**src/rtl/memory_access_responder.sv**
```systemverilog
`default_nettype none
// ============================================================================
//  Module      : memory_access_responder
//  Description : Load/store responder between a core's control FSM and a
//                word-wide synchronous RAM. Forms the effective address,
//                issues RAM read/write strobes and sign/zero-extends loads.
//                Sub-word stores are a read-modify-write pair
//                (STORE_PRELOAD then STORE). Word stores finish in a single
//                cycle. Illegal size codes, misaligned addresses and broken
//                request sequences raise a flag. The block then halts until
//                reset.
//  Revision    : 1.0 - initial release
// ----------------------------------------------------------------------------
//  Ports
//    clock                 in   rising-edge clock
//    reset                 in   asynchronous active-high reset
//    memoryMode[1:0]       in   NOP=00 LOAD=01 STORE_PRELOAD=10 STORE=11
//    funct3[2:0]           in   access size / signedness
//    rs1[31:0]             in   base address
//    rs2[31:0]             in   store data
//    imm[11:0]             in   signed address offset
//    loadData[31:0]        out  extended load result (0 when not valid)
//    loadValid             out  loadData valid this cycle
//    ramAddr[W-1:0]        out  RAM word address
//    ramReadEnable         out  RAM read strobe
//    ramReadData[31:0]     in   RAM data, one cycle after the read strobe
//    ramWriteEnable        out  RAM write strobe
//    ramWriteData[31:0]    out  full word written to RAM
//    memoryUnalignedAccess out  misaligned-access flag
//    memoryBadFunct3       out  illegal funct3 flag
//    sequenceError         out  request sequence violation flag
// ============================================================================
module memory_access_responder #(
    parameter int WORD_ADDR_WIDTH = 12
) (
    input  logic                       clock,
    input  logic                       reset,
    input  logic [1:0]                 memoryMode,
    input  logic [2:0]                 funct3,
    input  logic [31:0]                rs1,
    input  logic [31:0]                rs2,
    input  logic [11:0]                imm,
    output logic [31:0]                loadData,
    output logic                       loadValid,
    output logic [WORD_ADDR_WIDTH-1:0] ramAddr,
    output logic                       ramReadEnable,
    input  logic [31:0]                ramReadData,
    output logic                       ramWriteEnable,
    output logic [31:0]                ramWriteData,
    output logic                       memoryUnalignedAccess,
    output logic                       memoryBadFunct3,
    output logic                       sequenceError
);

    // ------------------------------------------------------------------
    // Encodings
    // ------------------------------------------------------------------
    localparam logic [1:0] c_MODE_NOP           = 2'b00;
    localparam logic [1:0] c_MODE_LOAD          = 2'b01;
    localparam logic [1:0] c_MODE_STORE_PRELOAD = 2'b10;
    localparam logic [1:0] c_MODE_STORE         = 2'b11;

    localparam logic [1:0] c_ST_IDLE         = 2'd0;
    localparam logic [1:0] c_ST_LOAD_DATA    = 2'd1;
    localparam logic [1:0] c_ST_PRELOAD_HELD = 2'd2;
    localparam logic [1:0] c_ST_HALTED       = 2'd3;

    localparam logic [2:0] c_F3_B  = 3'b000;
    localparam logic [2:0] c_F3_H  = 3'b001;
    localparam logic [2:0] c_F3_W  = 3'b010;
    localparam logic [2:0] c_F3_BU = 3'b100;
    localparam logic [2:0] c_F3_HU = 3'b101;

    // ------------------------------------------------------------------
    // Registers
    // ------------------------------------------------------------------
    logic [1:0]  state_q;
    logic [1:0]  state_d;
    logic [31:0] ea_q;        // EA of the first cycle of a two-cycle access
    logic [2:0]  funct3_q;    // funct3 of the first cycle of a two-cycle access
    logic        bad_q;       // flags latched for the HALTED state
    logic        unal_q;
    logic        seq_q;

    // ------------------------------------------------------------------
    // Combinational datapath
    // ------------------------------------------------------------------
    logic [31:0] w_ea;
    logic [4:0]  w_byte_sh;
    logic [4:0]  w_half_sh;
    logic [7:0]  w_byte;
    logic [15:0] w_half;
    logic [31:0] w_load_ext;
    logic [31:0] w_merged;
    logic        w_is_half;
    logic        w_is_word;
    logic        w_bad;
    logic        w_unal;
    logic        w_seq;
    logic        w_fault;

    // Effective address wraps modulo 2^32; only the word-index bits reach the RAM.
    assign w_ea      = rs1 + {{20{imm[11]}}, imm};
    assign w_byte_sh = {w_ea[1:0], 3'b000};
    assign w_half_sh = {w_ea[1], 4'b0000};
    assign w_byte    = ramReadData[w_byte_sh +: 8];
    assign w_half    = ramReadData[w_half_sh +: 16];

    // Load extension: the selected lane of the word returned by the RAM.
    always_comb begin
        w_load_ext = 32'd0;
        case (funct3)
            c_F3_B:  w_load_ext = {{24{w_byte[7]}}, w_byte};
            c_F3_BU: w_load_ext = {24'd0, w_byte};
            c_F3_H:  w_load_ext = {{16{w_half[15]}}, w_half};
            c_F3_HU: w_load_ext = {16'd0, w_half};
            c_F3_W:  w_load_ext = ramReadData;
            default: w_load_ext = 32'd0;
        endcase
    end

    // Sub-word store merge: the preloaded word with one lane replaced.
    always_comb begin
        w_merged = ramReadData;
        if (funct3 == c_F3_B) begin
            w_merged[w_byte_sh +: 8] = rs2[7:0];
        end else begin
            w_merged[w_half_sh +: 16] = rs2[15:0];
        end
    end

    // ------------------------------------------------------------------
    // Fault detection
    // ------------------------------------------------------------------
    always_comb begin
        w_is_half = (funct3 == c_F3_H) || (funct3 == c_F3_HU);
        w_is_word = (funct3 == c_F3_W);

        w_bad = 1'b0;
        case (memoryMode)
            c_MODE_LOAD:
                w_bad = (funct3 == 3'b011) || (funct3 == 3'b110) || (funct3 == 3'b111);
            c_MODE_STORE_PRELOAD:
                w_bad = (funct3 >= 3'b010);
            // A STORE straight out of IDLE is only legal as a full word;
            // after a preload it carries the sub-word size instead.
            c_MODE_STORE:
                w_bad = (funct3 >= 3'b011) ||
                        ((state_q == c_ST_IDLE) && (funct3 != c_F3_W));
            default:
                w_bad = 1'b0;
        endcase

        w_unal = (memoryMode != c_MODE_NOP) &&
                 ((w_is_half && w_ea[0]) || (w_is_word && (w_ea[1:0] != 2'b00)));

        // The second cycle of an access must repeat the first one's
        // size and address with the matching follow-up mode.
        w_seq = 1'b0;
        case (state_q)
            c_ST_LOAD_DATA:
                w_seq = (memoryMode != c_MODE_LOAD) || (funct3 != funct3_q) || (w_ea != ea_q);
            c_ST_PRELOAD_HELD:
                w_seq = (memoryMode != c_MODE_STORE) || (funct3 != funct3_q) || (w_ea != ea_q);
            default:
                w_seq = 1'b0;
        endcase

        w_fault = (state_q != c_ST_HALTED) && (w_bad || w_unal || w_seq);
    end

    // ------------------------------------------------------------------
    // FSM: state register
    // ------------------------------------------------------------------
    always_ff @(posedge clock or posedge reset) begin
        if (reset) begin
            state_q <= c_ST_IDLE;
        end else begin
            state_q <= state_d;
        end
    end

    // Access context and flag capture. Flags track the live value until the
    // FSM halts, so HALTED keeps whatever was raised on the way in.
    always_ff @(posedge clock or posedge reset) begin
        if (reset) begin
            ea_q     <= 32'd0;
            funct3_q <= 3'd0;
            bad_q    <= 1'b0;
            unal_q   <= 1'b0;
            seq_q    <= 1'b0;
        end else begin
            if (state_q == c_ST_IDLE) begin
                ea_q     <= w_ea;
                funct3_q <= funct3;
            end
            if (state_q != c_ST_HALTED) begin
                bad_q  <= w_bad;
                unal_q <= w_unal;
                seq_q  <= w_seq;
            end
        end
    end

    // ------------------------------------------------------------------
    // FSM: next state
    // ------------------------------------------------------------------
    always_comb begin
        state_d = state_q;
        case (state_q)
            c_ST_IDLE: begin
                if (w_fault) begin
                    state_d = c_ST_HALTED;
                end else if (memoryMode == c_MODE_LOAD) begin
                    state_d = c_ST_LOAD_DATA;
                end else if (memoryMode == c_MODE_STORE_PRELOAD) begin
                    state_d = c_ST_PRELOAD_HELD;
                end else begin
                    state_d = c_ST_IDLE;
                end
            end
            c_ST_LOAD_DATA,
            c_ST_PRELOAD_HELD: begin
                state_d = w_fault ? c_ST_HALTED : c_ST_IDLE;
            end
            default: begin
                state_d = c_ST_HALTED;
            end
        endcase
    end

    // ------------------------------------------------------------------
    // FSM: outputs
    // ------------------------------------------------------------------
    always_comb begin
        loadData              = 32'd0;
        loadValid             = 1'b0;
        ramAddr               = w_ea[WORD_ADDR_WIDTH+1:2];
        ramReadEnable         = 1'b0;
        ramWriteEnable        = 1'b0;
        ramWriteData          = 32'd0;
        memoryBadFunct3       = w_bad;
        memoryUnalignedAccess = w_unal;
        sequenceError         = w_seq;

        case (state_q)
            c_ST_IDLE: begin
                if (!w_fault) begin
                    case (memoryMode)
                        c_MODE_LOAD,
                        c_MODE_STORE_PRELOAD: ramReadEnable = 1'b1;
                        c_MODE_STORE: begin
                            ramWriteEnable = 1'b1;
                            ramWriteData   = rs2;
                        end
                        default: ;
                    endcase
                end
            end
            c_ST_LOAD_DATA: begin
                if (!w_fault) begin
                    loadValid = 1'b1;
                    loadData  = w_load_ext;
                end
            end
            c_ST_PRELOAD_HELD: begin
                if (!w_fault) begin
                    ramWriteEnable = 1'b1;
                    ramWriteData   = w_merged;
                end
            end
            default: begin
                memoryBadFunct3       = bad_q;
                memoryUnalignedAccess = unal_q;
                sequenceError         = seq_q;
            end
        endcase

        // Reset silences every output at once, independent of the clock.
        if (reset) begin
            loadData              = 32'd0;
            loadValid             = 1'b0;
            ramAddr               = '0;
            ramReadEnable         = 1'b0;
            ramWriteEnable        = 1'b0;
            ramWriteData          = 32'd0;
            memoryBadFunct3       = 1'b0;
            memoryUnalignedAccess = 1'b0;
            sequenceError         = 1'b0;
        end
    end

    // ------------------------------------------------------------------
    // Interface invariants
    // ------------------------------------------------------------------
    a_strobes_exclusive: assert property (@(posedge clock) disable iff (reset)
        !(ramReadEnable && ramWriteEnable));
    a_load_data_quiet: assert property (@(posedge clock) disable iff (reset)
        loadValid || (loadData == 32'd0));

endmodule
`default_nettype wire

```
**config.mk**
```make
export PLATFORM = sky130hd
export DESIGN_NAME = memory_access_responder
export DESIGN_NICKNAME = d
export VERILOG_FILES = /design/src/rtl/memory_access_responder.sv
export SDC_FILE = /design/constraint.sdc
export NUM_CORES = 1
export LEC_CHECK = 0
export ABC_AREA = 1
export BUFFER_PORTS_ARGS = -buffer_cell sky130_fd_sc_hd__buf_2
export CORE_AREA = 2 2 118 120
export DETAILED_ROUTE_END_ITERATION = 12
export DIE_AREA = 0 0 120 122
export MAX_ROUTING_LAYER = met4
export PLACE_DENSITY = 0.87
export RECOVER_POWER = 100
export SLEW_MARGIN = 20
export SYNTH_ARGS = -nofsm -noshare
export SYNTH_HDL_FRONTEND = slang
export SYNTH_SLANG_ARGS = --single-unit
```
**constraint.sdc**
```tcl
create_clock -name clock -period 6.5 [get_ports clock]
set_input_delay 0.975 -clock clock [delete_from_list [all_inputs] [get_ports clock]]
set_output_delay 0.975 -clock clock [all_outputs]
set_load 0.01 [all_outputs]
```
# ---- Word level (Yosys, flattened, before mapping)
# Index checks and enable logic that the tools add are counted.
dict set report totals {
  register_bits 40
  output_inout_bits 82
}
dict set report classes {
  n_mux 37
  eq_ne 18
  n_lt_le_gt_ge 2
  addsub 3
  n_reduce_logical 23
  shift 6
}
# cell count
set op_table {}
lappend op_table {{32-bit two-way mux} 8}
lappend op_table {{32-bit one-hot mux with 5 select lines} 1}
lappend op_table {{32-bit bitwise mux} 2}
lappend op_table {{32-bit one-hot mux with 2 select lines} 1}
lappend op_table {{32-bit adder} 1}
lappend op_table {{32-bit != test} 1}
lappend op_table {{16-bit by 7-bit variable shift with 32-bit output (first input constant)} 1}
lappend op_table {{8-bit by 7-bit variable shift with 32-bit output (first input constant)} 1}
lappend op_table {{16-bit by 7-bit variable part select with 32-bit output} 1}
lappend op_table {{32-bit by 6-bit variable part select with 16-bit output} 1}
lappend op_table {{32-bit by 6-bit variable part select with 8-bit output} 1}
lappend op_table {{8-bit by 7-bit variable part select with 32-bit output} 1}
lappend op_table {{1-bit two-way mux} 16}
lappend op_table {{5-bit negation with 7-bit output} 2}
lappend op_table {{3-bit equality test (second input constant)} 4}
lappend op_table {{12-bit two-way mux} 1}
lappend op_table {{1-bit logical OR} 11}
lappend op_table {{2-bit two-way mux} 4}
lappend op_table {{2-bit equality test (second input constant)} 3}
lappend op_table {{3-bit by 2-bit equality test with 1-bit output (second input constant)} 2}
lappend op_table {{3-bit by 2-bit greater-or-equal comparator with 1-bit output (second input constant)} 2}
lappend op_table {{1-bit logical AND} 5}
lappend op_table {{2-bit by 1-bit equality test with 1-bit output (second input constant)} 2}
lappend op_table {{2-bit != test (second input constant)} 2}
lappend op_table {{other kinds (12)} 15}

# ---- Longest topological paths before layout
# Gate-level depths: netlist of run 1.
dict set report logic_depth {
  depth_word 11
  depth_mapped 25
}

# ---- Worst setup path before layout of run 1
# OpenSTA, ideal clock, no wires.
dict set report synth_path {
  kind {input to output}
  startpoint {input port rs1[0]}
  endpoint {output port ramWriteData[1]}
  path_slack_ps 1628
  n_path_buf 2
  arrival_time_ps 3897
  cell_stages 12
  cell_sequence {ha_1 -> inv_1 -> fa_1 -> buf_2 -> inv_2 -> buf_1 -> ha_1 -> nor4_1 -> nand2_1 -> a32oi_1 -> nand4_1 -> a21oi_1}
}
dict set report synth_between {
  elab_chain_cells 11
}
# item line
set synth_lines {}
lappend synth_lines {{start, declared} 40} ;# input logic [31:0] rs1,
lappend synth_lines {{32-bit adder (*)} 103} ;# assign w_ea = rs1 + {{20{imm[11]}}, imm};
lappend synth_lines {{net w_ea[1]} 88} ;# logic [31:0] w_ea;
lappend synth_lines {{parallel branches: the longest is 8 deep, another holds 5-bit negation with 7-bit output} n/a}
lappend synth_lines {{32-bit one-hot mux with 2 select lines (*)} 246} ;# case (state_q)
lappend synth_lines {{32-bit two-way mux (*)} 280} ;# if (reset) begin
lappend synth_lines {{end, declared} 49} ;# output logic [31:0] ramWriteData,
# Mark *: on every way through the listed nets, which the timed path passes.

# ---- Final worst setup path of run 1
dict set report layout_path {
  startpoint {input port rs1[0]}
  endpoint {output port loadData[24]}
}
dict set report layout_between {
  elab_chain_cells 11
}
# item line
set layout_lines {}
lappend layout_lines {{32-bit adder (*)} 103}
lappend layout_lines {{parallel branches: the longest is 7 deep, another holds 32-bit by 6-bit variable part select with 16-bit output} n/a}
lappend layout_lines {{32-bit two-way mux (*)} 261} ;# if (!w_fault) begin
lappend layout_lines {{32-bit two-way mux (*)} 246}
lappend layout_lines {{32-bit two-way mux (*)} 280}
lappend layout_lines {{end, declared} 43} ;# output logic [31:0] loadData,
# Mark *: on every way between the ends.

==> results of run 1 <==
layout make-up:
class	count	area, sq um	area share
antenna	1	2.50	0.000280
clock buffer	6	139	0.0155
clock inverter	2	10.0	0.00112
inverter	260	976	0.109
multi-input combinational	1132	5610	0.629
sequential	40	1000	0.112
tap	180	225	0.0252
timing repair buffer	208	965	0.108
routing by layer:
| layer | track usage | vias to the layer above | part of all wire | routed length [um] |
|---|---|---|---|---|
| li1 | - | 5143 | - | - |
| met1 | 0.487 | 4541 | 0.42 | 11400 |
| met2 | 0.545 | 503 | 0.44 | 12000 |
| met3 | 0.0894 | 77 | 0.11 | 3080 |
| met4 | 0.0985 | 0 | 0.028 | 758 |
| met5 | - | - | 0 | 0 |
report_power, final:
part / internal (W) / switching (W)
logic: 0.000191 / 0.000405
registers: 0.000249 / 0.000000133
clock network: 0.000152 / 0.000105
total: 0.000592 / 0.000510
cells in the mapped netlist (all sizes together):
library cell    n  area [sq um]
nand3         104           536
a32oi          27           236
a21oi         114           582
o22ai           6          37.5
o21a            6          45.0
nor2          107           409
xnor2           2          17.5
a21boi          5          37.5
o21ai          53           265
a221o           4          40.0
a21o            2          15.0
o211ai          3          22.5
nor3           11          55.1
inv           253           950
a221oi          2          17.5
and2            2          13.8
xor2            1          8.76
nand3b         16           120
nor4            2          12.5
nand2         534          2020
buf            19           108
a211oi         10          75.1
clkbuf         47           176
clkinv          7          26.3
fa              1          20.0
nand4          74           469
ha             46           576
dfrtp          40          1000
worst max-delay path: cells and delay by family:
kind	cells	cell delay (ns)
simple gates	14	1.79
fa+ha+maj	2	0.74
buf+inv	5	1.15
compound gates	1	0.27
state kept, by name, indices dropped and copies added (netlist names):
name,flops
state_q,2
bad_q,1
unal_q,1
funct3_q,3
ea_q,32
seq_q,1
per-stage QoR:
step / utilization / area (sq um) / hold WS, ns / instances
floorplan: - / 7900 / 0.448 / 1498
global placement: 0.660 / 8920 / 0.463 / 1820
detailed placement: 0.660 / 8920 / 0.470 / 1820
CTS: 0.671 / 9060 / 0.486 / 1828
global route: 0.661 / 8930 / 0.513 / 1829
finish: 0.661 / 8930 / 0.488 / 1829
path summary, 6_finish.rpt:
| check | startpoint | to | slack, ns | cells after the start |
|---|---|---|---|---|
| max | rs1[0] | loadData[24] | 0.58 | 22 |
| min | bad_q | bad_q | 0.49 | 2 |
| max reg2reg | state_q[0] | state_q[0] | 2.59 | 14 |
| min reg2reg | bad_q | bad_q | 0.49 | 2 |
| max in group asynchronous | reset | ea_q[7] | 3.02 | 3 |
| min in group asynchronous | reset | state_q[0] | 2.02 | 3 |
kinds of logic after synthesis:
family,synth area share
AO/OA/AOI/OAI,0.174
XOR/XNOR,0.00333
adder cells (fa/ha/maj),0.0754
buffers and inverters,0.160
flip-flops,0.127
AND/OR/NAND/NOR,0.461
==> results.toml, run 1 <==
[placed_design]
port-buffer-count = 196
dp_hpwl_um = 21000
detailedPlace.worstSlack_ns = 0.867
place.gp.congestion = 1.07

[sta]
final-max-slew-violation-count = 153
setup_ws_ns = 0.580
hold_viol_final = 0
timing.final.setup_violations = 0
finalCritPeriodShare = 0.911
maxClockFrequency_mhz = 169
timing.setup.tns_ns = 0
fin_skew_ns = 0.00525
slew_headroom = -0.688
rsz_0062_raised_after_global_routing = "false"
worst_pin_slew_ns = 2.53
period_minus_slack_ns = 5.92

[logic_synthesis]
yosys_warnings = 0
synth-seq-area-share = 0.127
post_synth_inst_count = 1498
synth_nets = 1660
ys_ff_latch = 40
mappedNetlistArea_sq_mm = 0.00790
synthDistinctLibCells = 38
syn-mean-instance-area_sq_um = 5.27

[setup_path]
timing.setup.critical_path_class = "input pin to primary output"
path_cells = "buf_2 > ha_1 > inv_1 > fa_1 > inv_2 > nand2_1 > nand4_1 > nor2_1 > nand3_1 > nor2_1 > nand2_1 > nor2_1 > nand2_1 > nor2_1 > nand3_1 > nor2_1 > nand2_1 > nand3_2 > nand4_2 > clkbuf_2 > a21oi_1 > clkbuf_1"
cp_slowest_stage_delay_ns = 0.55
crit_start_category = "input pin"
critPathArrivalTime_ns = 4.95
worst-path-max-fanout = 38
crit_path_frequent_cell = "nor2_1"
slowest_stage = "fa_1"
worstSetupEndpointType = "primary output"
critPathRequiredTime_ns = 5.52

[clock_tree]
clk-insertion-delay-late_ns = 0.29
clkSinkCount = 40
h_tree_depth = 2
clk_pin_slew_worst_paths_ns = 0.06
ctsRootBufferMaster = "clkbuf_16"
number_of_buffers_created_by_cts = 5
post_cts_buffers = 0
tritoncts_clock_tree = "built"
post_cts_resize_count = 0
post_cts_hold_buffer_count = 0
clk_path_buf_depth = 2

[layout]
final.fill_count = 1378
num-nets-final = 1809
area_growth_pct = 13.1
most_used_cells_in_the_layout_excluding_fill_and_tap_cells = "nand2_1, inv_1, buf_2, a21oi_1, nor2_1"
leading_cell_type_in_the_layout_fill_and_taps_excluded = "nand2_1"
final_layout_size_suffix_gt1_frac = 0.0941

[routing]
post_drt_wl_per_cell_um = 14.9
routed_wl_um = 27200
ant_nets = 0
detailedRoute.firstPassIterationCount = 6
drt_iter0_drc = 1263
vias = 10300
remaining_design_rule_violation_count = 0
avgViaCountPerCell = 5.61

[global_route]
grt_start_max_net_pins = 68
grt_pass1_vias = 8498
global_route.overflow_total = 0
grtUsageTotal = 0.363
grt_first_pass_wirelength_um = 41800
number_of_antenna_violations_at_the_first_check_in_global_routing = 1

[run_status]
violations = "max-capacitance violations, max-slew violations"
status = "finished, violations left"

[job]
max_cap_violations = 3

[die]
die_area_sq_mm = 0.0146
std_cell_rows = 43
start_util = 0.585
core_area_sq_mm = 0.0135
i_o_pin_count = 197
die_width_um = 120
die_y_um = 122

[power]
powerDensity_mw_per_mm2 = 123
design_power_total_w = 0.00110
peakVddDrop_v = 0.000105
total_leakage_power_nw = 5.12

[hold_path]
hold_class = "flop to flop"
Power figures use the tool's default switching activity.
==> inputs of run 2 (changes only) <==
--- a/config.mk
+++ b/config.mk
@@ -7,11 +7,12 @@
 export LEC_CHECK = 0
 export ABC_AREA = 1
 export BUFFER_PORTS_ARGS = -buffer_cell sky130_fd_sc_hd__buf_2
-export CORE_AREA = 2 2 118 120
+export CELL_PAD_IN_SITES_DETAIL_PLACEMENT = 1
+export CELL_PAD_IN_SITES_GLOBAL_PLACEMENT = 1
+export CORE_AREA = 2 2 146 148
 export DETAILED_ROUTE_END_ITERATION = 12
-export DIE_AREA = 0 0 120 122
-export MAX_ROUTING_LAYER = met4
-export PLACE_DENSITY = 0.87
+export DIE_AREA = 0 0 148 150
+export PLACE_DENSITY_LB_ADDON = 0.1
 export RECOVER_POWER = 100
 export SLEW_MARGIN = 20
 export SYNTH_ARGS = -nofsm -noshare
==> results.toml, run 2 (synthesis results as in run 1) <==
[clock_tree]
number_of_buffers_created_by_cts = 5
clk-insertion-delay-late_ns = 0.29
clk_path_buf_depth = 2
ctsRootBufferMaster = "clkbuf_16"
clk_pin_slew_worst_paths_ns = 0.07
post_cts_buffers = 0
tritoncts_clock_tree = "built"
clkSinkCount = 40
h_tree_depth = 2

[layout]
largest_register = "ea_q"
biggestRegsByFlops = "ea_q (32), funct3_q (3), state_q (2)"
final_layout_size_suffix_gt1_frac = 0.0999
number_of_flip_flops_under_the_largest_register_name = 32
area_growth_pct = 16.2
num-nets-final = 1813
most_used_cells_in_the_layout_excluding_fill_and_tap_cells = "nand2_1, inv_1, buf_2, a21oi_1, nor2_1"
antennaDiodeCount = 0
leading_cell_type_in_the_layout_fill_and_taps_excluded = "nand2_1"

[run_status]
status = "finished, violations left"
violations = "max-capacitance violations, max-slew violations"

[placed_design]
place.gp.congestion = 0.926
dp_hpwl_um = 25800
port-buffer-count = 196

[setup_path]
reg2regPathDepth = 14
critPathRequiredTime_ns = 5.52
cp_slowest_stage_delay_ns = 0.83
worstPathBufferInverterCount = 5
path_cells = "buf_2 > ha_1 > inv_1 > fa_2 > inv_2 > nand2_1 > nand4_1 > nor2_1 > nand3_1 > nor2_1 > nand2_1 > nor2_1 > nand2_1 > nor2_1 > nand3_1 > nor2_1 > nand2_1 > nand3_4 > nand4_2 > buf_2 > a21oi_1 > clkbuf_1"
cpLargestDelayFamily = "simple AND/OR/NAND/NOR gates"
worst-path-max-fanout = 38
slowest_stage = "fa_2"
worstSetupEndpointType = "primary output"
crit_path_frequent_cell = "nor2_1"
r2r_start = "state_q[0]"
timing.setup.critical_path_class = "input pin to primary output"
worst_r2r_endpoint = "state_q[1]"
crit_start_category = "input pin"
worst-r2r-setup-slack_ns = 2.46
critPathArrivalTime_ns = 5.06

[hold_path]
worst_hold_path.endpoint = "unal_q"
hold_class = "flop to flop"
holdCritStartpoint = "unal_q"
min_path_cells = 2

[sta]
worst_pin_slew_ns = 2.68
maxClockFrequency_mhz = 166
finalCritPeriodShare = 0.929
timing.final.setup_violations = 0
fin_skew_ns = 0.0116
timing.setup.tns_ns = 0
hold_viol_final = 0
rsz_0062_raised_after_global_routing = "false"
period_minus_slack_ns = 6.04
worst_hold_slack_ns = 0.492
final-max-slew-violation-count = 200
slew_headroom = -0.785

[routing]
drt_iter0_drc = 857
ant_nets = 0
detailedRoute.firstPassIterationCount = 5
vias = 10300
remaining_design_rule_violation_count = 0
routed_wl_um = 32600
avgViaCountPerCell = 5.36
post_drt_wl_per_cell_um = 16.9

[power]
total_leakage_power_nw = 5.18
peakVddDrop_v = 0.000104
powerDensity_mw_per_mm2 = 136

[global_route]
global_route.overflow_total = 0
grt_first_pass_wirelength_um = 52000
grtUsageTotal = 0.291
grt_pass1_vias = 9961
grt_start_max_net_pins = 60
number_of_antenna_violations_at_the_first_check_in_global_routing = 0

[die]
std_cell_rows = 53
die_width_um = 148
i_o_pin_count = 197
die_y_um = 150
core_area_sq_mm = 0.0207
die_area_sq_mm = 0.0222
start_util = 0.382

[job]
max_cap_violations = 4
## run 2: final cells by class
cell class / instances / area, sq um
Multi-Input combinational cell: 1132 / 5650
Clock inverter: 3 / 90.1
Sequential cell: 40 / 1000
Clock buffer: 5 / 125
Inverter: 260 / 976
Tap cell: 275 / 344
Fill cell: 3142 / 11500
Timing Repair Buffer: 212 / 995
## run 2: per-layer routing
layer | track usage | up-vias | wire, um
li1 | - | 5154 | -
met1 | 0.417 | 4851 | 15500
met2 | 0.472 | 294 | 14400
met3 | 0.0442 | 36 | 2210
met4 | 0.0395 | 0 | 448
met5 | 0 | - | 0
## run 2: through the flow
step	setup slack, ns	area, sq um	total power (W)	util	std cells
after detailed placement	0.510	9060	0.000873	0.438	1919
after global placement	0.651	9060	0.000863	0.438	1919
after CTS	0.399	9280	0.00125	0.449	1927
after global routing	0.0676	9180	0.00134	0.444	1927
after floorplan	1.63	7900	0.000657	-	1498
final	0.464	9180	0.00125	0.444	1927
## run 2: power by group
part / internal [W] / total [W] / switching (W)
sequential: 0.000249 / 0.000249 / 0.000000194
combinational: 0.000193 / 0.000627 / 0.000434
clock: 0.000259 / 0.000372 / 0.000113
total: 0.000701 / 0.00125 / 0.000547
## run 2: how the worst max path moves through the flow
stage	from	to	slack, ns	depth (start not counted)
2_1_floorplan	rs1[0]	ramWriteData[1]	1.63	12
3_3_place_gp	rs1[0]	ramWriteData[26]	0.65	22
3_5_place_dp	rs1[0]	ramWriteData[26]	0.51	22
4_1_cts	rs1[0]	ramWriteData[26]	0.40	22
5_1_grt	rs1[0]	loadData[14]	0.07	22
6_report	rs1[0]	loadData[31]	0.46	22
## run 2: repair_timing
| action | CTS | global route |
|---|---|---|
| resized for setup | 0 | 1 |
| endpoints found under the setup margin | 0 | 12 |
| hold buffers | 0 | 0 |
## run 2: worst min-delay path, cell delays in order, from the launching register on
cell     delay (ns)
dfrtp_1        0.35
nand2_1        0.05
o21ai_0        0.06
==> inputs of run 3 (changes only) <==
--- a/config.mk
+++ b/config.mk
@@ -14,6 +14,7 @@
 export DIE_AREA = 0 0 148 150
 export PLACE_DENSITY_LB_ADDON = 0.1
 export RECOVER_POWER = 100
+export REMOVE_ABC_BUFFERS = 1
 export SLEW_MARGIN = 20
 export SYNTH_ARGS = -nofsm -noshare
 export SYNTH_HDL_FRONTEND = slang
==> results.toml, run 3 (synthesis results as in run 1) <==
[global_route]
global_route.overflow_total = 0
grtUsageTotal = 0.288
grt_first_pass_wirelength_um = 51700
grt_start_max_net_pins = 66
number_of_antenna_violations_at_the_first_check_in_global_routing = 1
grt_pass1_vias = 10300

[clock_tree]
h_tree_depth = 2
number_of_buffers_created_by_cts = 5
clk_pin_slew_worst_paths_ns = 0.07
tritoncts_clock_tree = "built"
ctsRootBufferMaster = "clkbuf_16"
clkSinkCount = 40
clk_path_buf_depth = 2
post_cts_buffers = 0
post_cts_resize_count = 0
clk-insertion-delay-late_ns = 0.30
post_cts_hold_buffer_count = 0

[sta]
finalCritPeriodShare = 0.893
rsz_0062_raised_after_global_routing = "false"
slew_headroom = -0.808
worst_hold_slack_ns = 0.498
period_minus_slack_ns = 5.80
maxClockFrequency_mhz = 172
hold_viol_final = 0
final-max-slew-violation-count = 151
fin_skew_ns = 0.00800
worst_pin_slew_ns = 2.71
timing.final.setup_violations = 0

[die]
die_area_sq_mm = 0.0222
die_y_um = 150
core_area_sq_mm = 0.0207
start_util = 0.382
i_o_pin_count = 197
die_width_um = 148
std_cell_rows = 53

[layout]
antennaDiodeCount = 0
largest_register = "ea_q"
most_used_cells_in_the_layout_excluding_fill_and_tap_cells = "nand2_1, inv_1, buf_2, a21oi_1, nor2_1"
layout.cells.non_filler = 1924
number_of_flip_flops_under_the_largest_register_name = 32
num-nets-final = 1811
non_filler_cell_area_final_sq_mm = 0.00907
area_growth_pct = 14.9
leading_cell_type_in_the_layout_fill_and_taps_excluded = "nand2_1"
final.fill_count = 3176
final_layout_size_suffix_gt1_frac = 0.0946
biggestRegsByFlops = "ea_q (32), funct3_q (3), state_q (2)"

[placed_design]
dp_hpwl_um = 25600
dp_cells = 1917
placed_cell_area_sq_mm = 0.00906
port-buffer-count = 196
place.gp.congestion = 0.912

[routing]
routed_wl_um = 32400
remaining_design_rule_violation_count = 0
drt_iter0_drc = 458
avgViaCountPerCell = 5.36
vias = 10300
detailedRoute.firstPassIterationCount = 5
ant_nets = 0
post_drt_wl_per_cell_um = 16.8

[power]
powerDensity_mw_per_mm2 = 124
peakVddDrop_v = 0.0000796
design_power_total_w = 0.00112
total_leakage_power_nw = 5.13

[setup_path]
worst-path-max-fanout = 38
crit_path_frequent_cell = "nor2_1"
timing.setup.critical_path_class = "input pin to primary output"
critPathArrivalTime_ns = 4.83
worstPathBufferInverterCount = 5
worstSetupEndpointType = "primary output"
path_cells = "buf_2 > ha_1 > inv_1 > fa_1 > inv_2 > nand2_1 > nand4_1 > nor2_1 > nand3_1 > nor2_1 > nand2_1 > nor2_1 > nand2_1 > nor2_1 > nand3_1 > nor2_1 > nand2_1 > nand3_2 > nand4_2 > buf_4 > nor2_1 > clkbuf_1"
cpLargestDelayFamily = "simple AND/OR/NAND/NOR gates"
cp_slowest_stage_delay_ns = 0.56
crit_start_category = "input pin"
slowest_stage = "fa_1"
critPathRequiredTime_ns = 5.52

[run_status]
violations = "max-capacitance violations, max-slew violations"
status = "finished, violations left"

[hold_path]
hold_class = "flop to flop"

[job]
max_cap_violations = 3
==> run 3: worst register-to-register path, delay by kind of cell (launching register included) <==
kind	cells	cell delay [ns]
buffers and inverters	4	0.61
AOI/OAI and AO/OA	1	0.22
DFF	1	0.42
and+or+nand+nor	16	2.15
adders and majority gates	1	0.16
==> run 3: area by class of cell <==
| class | count | area (sq um) | area share |
|---|---|---|---|
| multi-input combinational | 1132 | 5620 | 0.619 |
| sequential | 40 | 1000 | 0.110 |
| timing repair buffer | 210 | 996 | 0.110 |
| inverter | 260 | 976 | 0.108 |
| tap | 275 | 344 | 0.0379 |
| clock buffer | 5 | 125 | 0.0138 |
| clock inverter | 2 | 12.5 | 0.00138 |
==> run 3: layer usage <==
layer	vias up	wire length (um)	track usage
met5	-	11	0
met4	2	568	0.0690
met3	36	1420	0.0332
met2	240	16500	0.537
met1	4904	13900	0.353
li1	5136	-	-
==> run 3: final timing paths <==
kind	startpoint	to	slack, ns	cells after the start
min in group asynchronous	reset	funct3_q[2]	2.05	4
hold reg to reg	unal_q	unal_q	0.50	2
setup / recovery	rs1[0]	loadData[12]	0.70	22
hold / removal	unal_q	unal_q	0.50	2
max in group asynchronous	reset	ea_q[29]	2.95	4
setup reg to reg	state_q[0]	state_q[1]	2.81	22
==> run 3: metrics by stage <==
step / util / setup TNS, ns / setup slack, ns
after floorplan: - / -11.81 / -0.394
after global placement: 0.438 / 0 / 0.825
after detailed placement: 0.438 / 0 / 0.763
after CTS: 0.445 / 0 / 0.731
after global routing: 0.438 / 0 / 0.339
final: 0.438 / 0 / 0.697
==> run 3: where the power goes <==
| part | internal, W | switching (W) |
|---|---|---|
| registers | 0.000249 | 0.000000225 |
| clock network | 0.000140 | 0.000119 |
| logic | 0.000193 | 0.000420 |
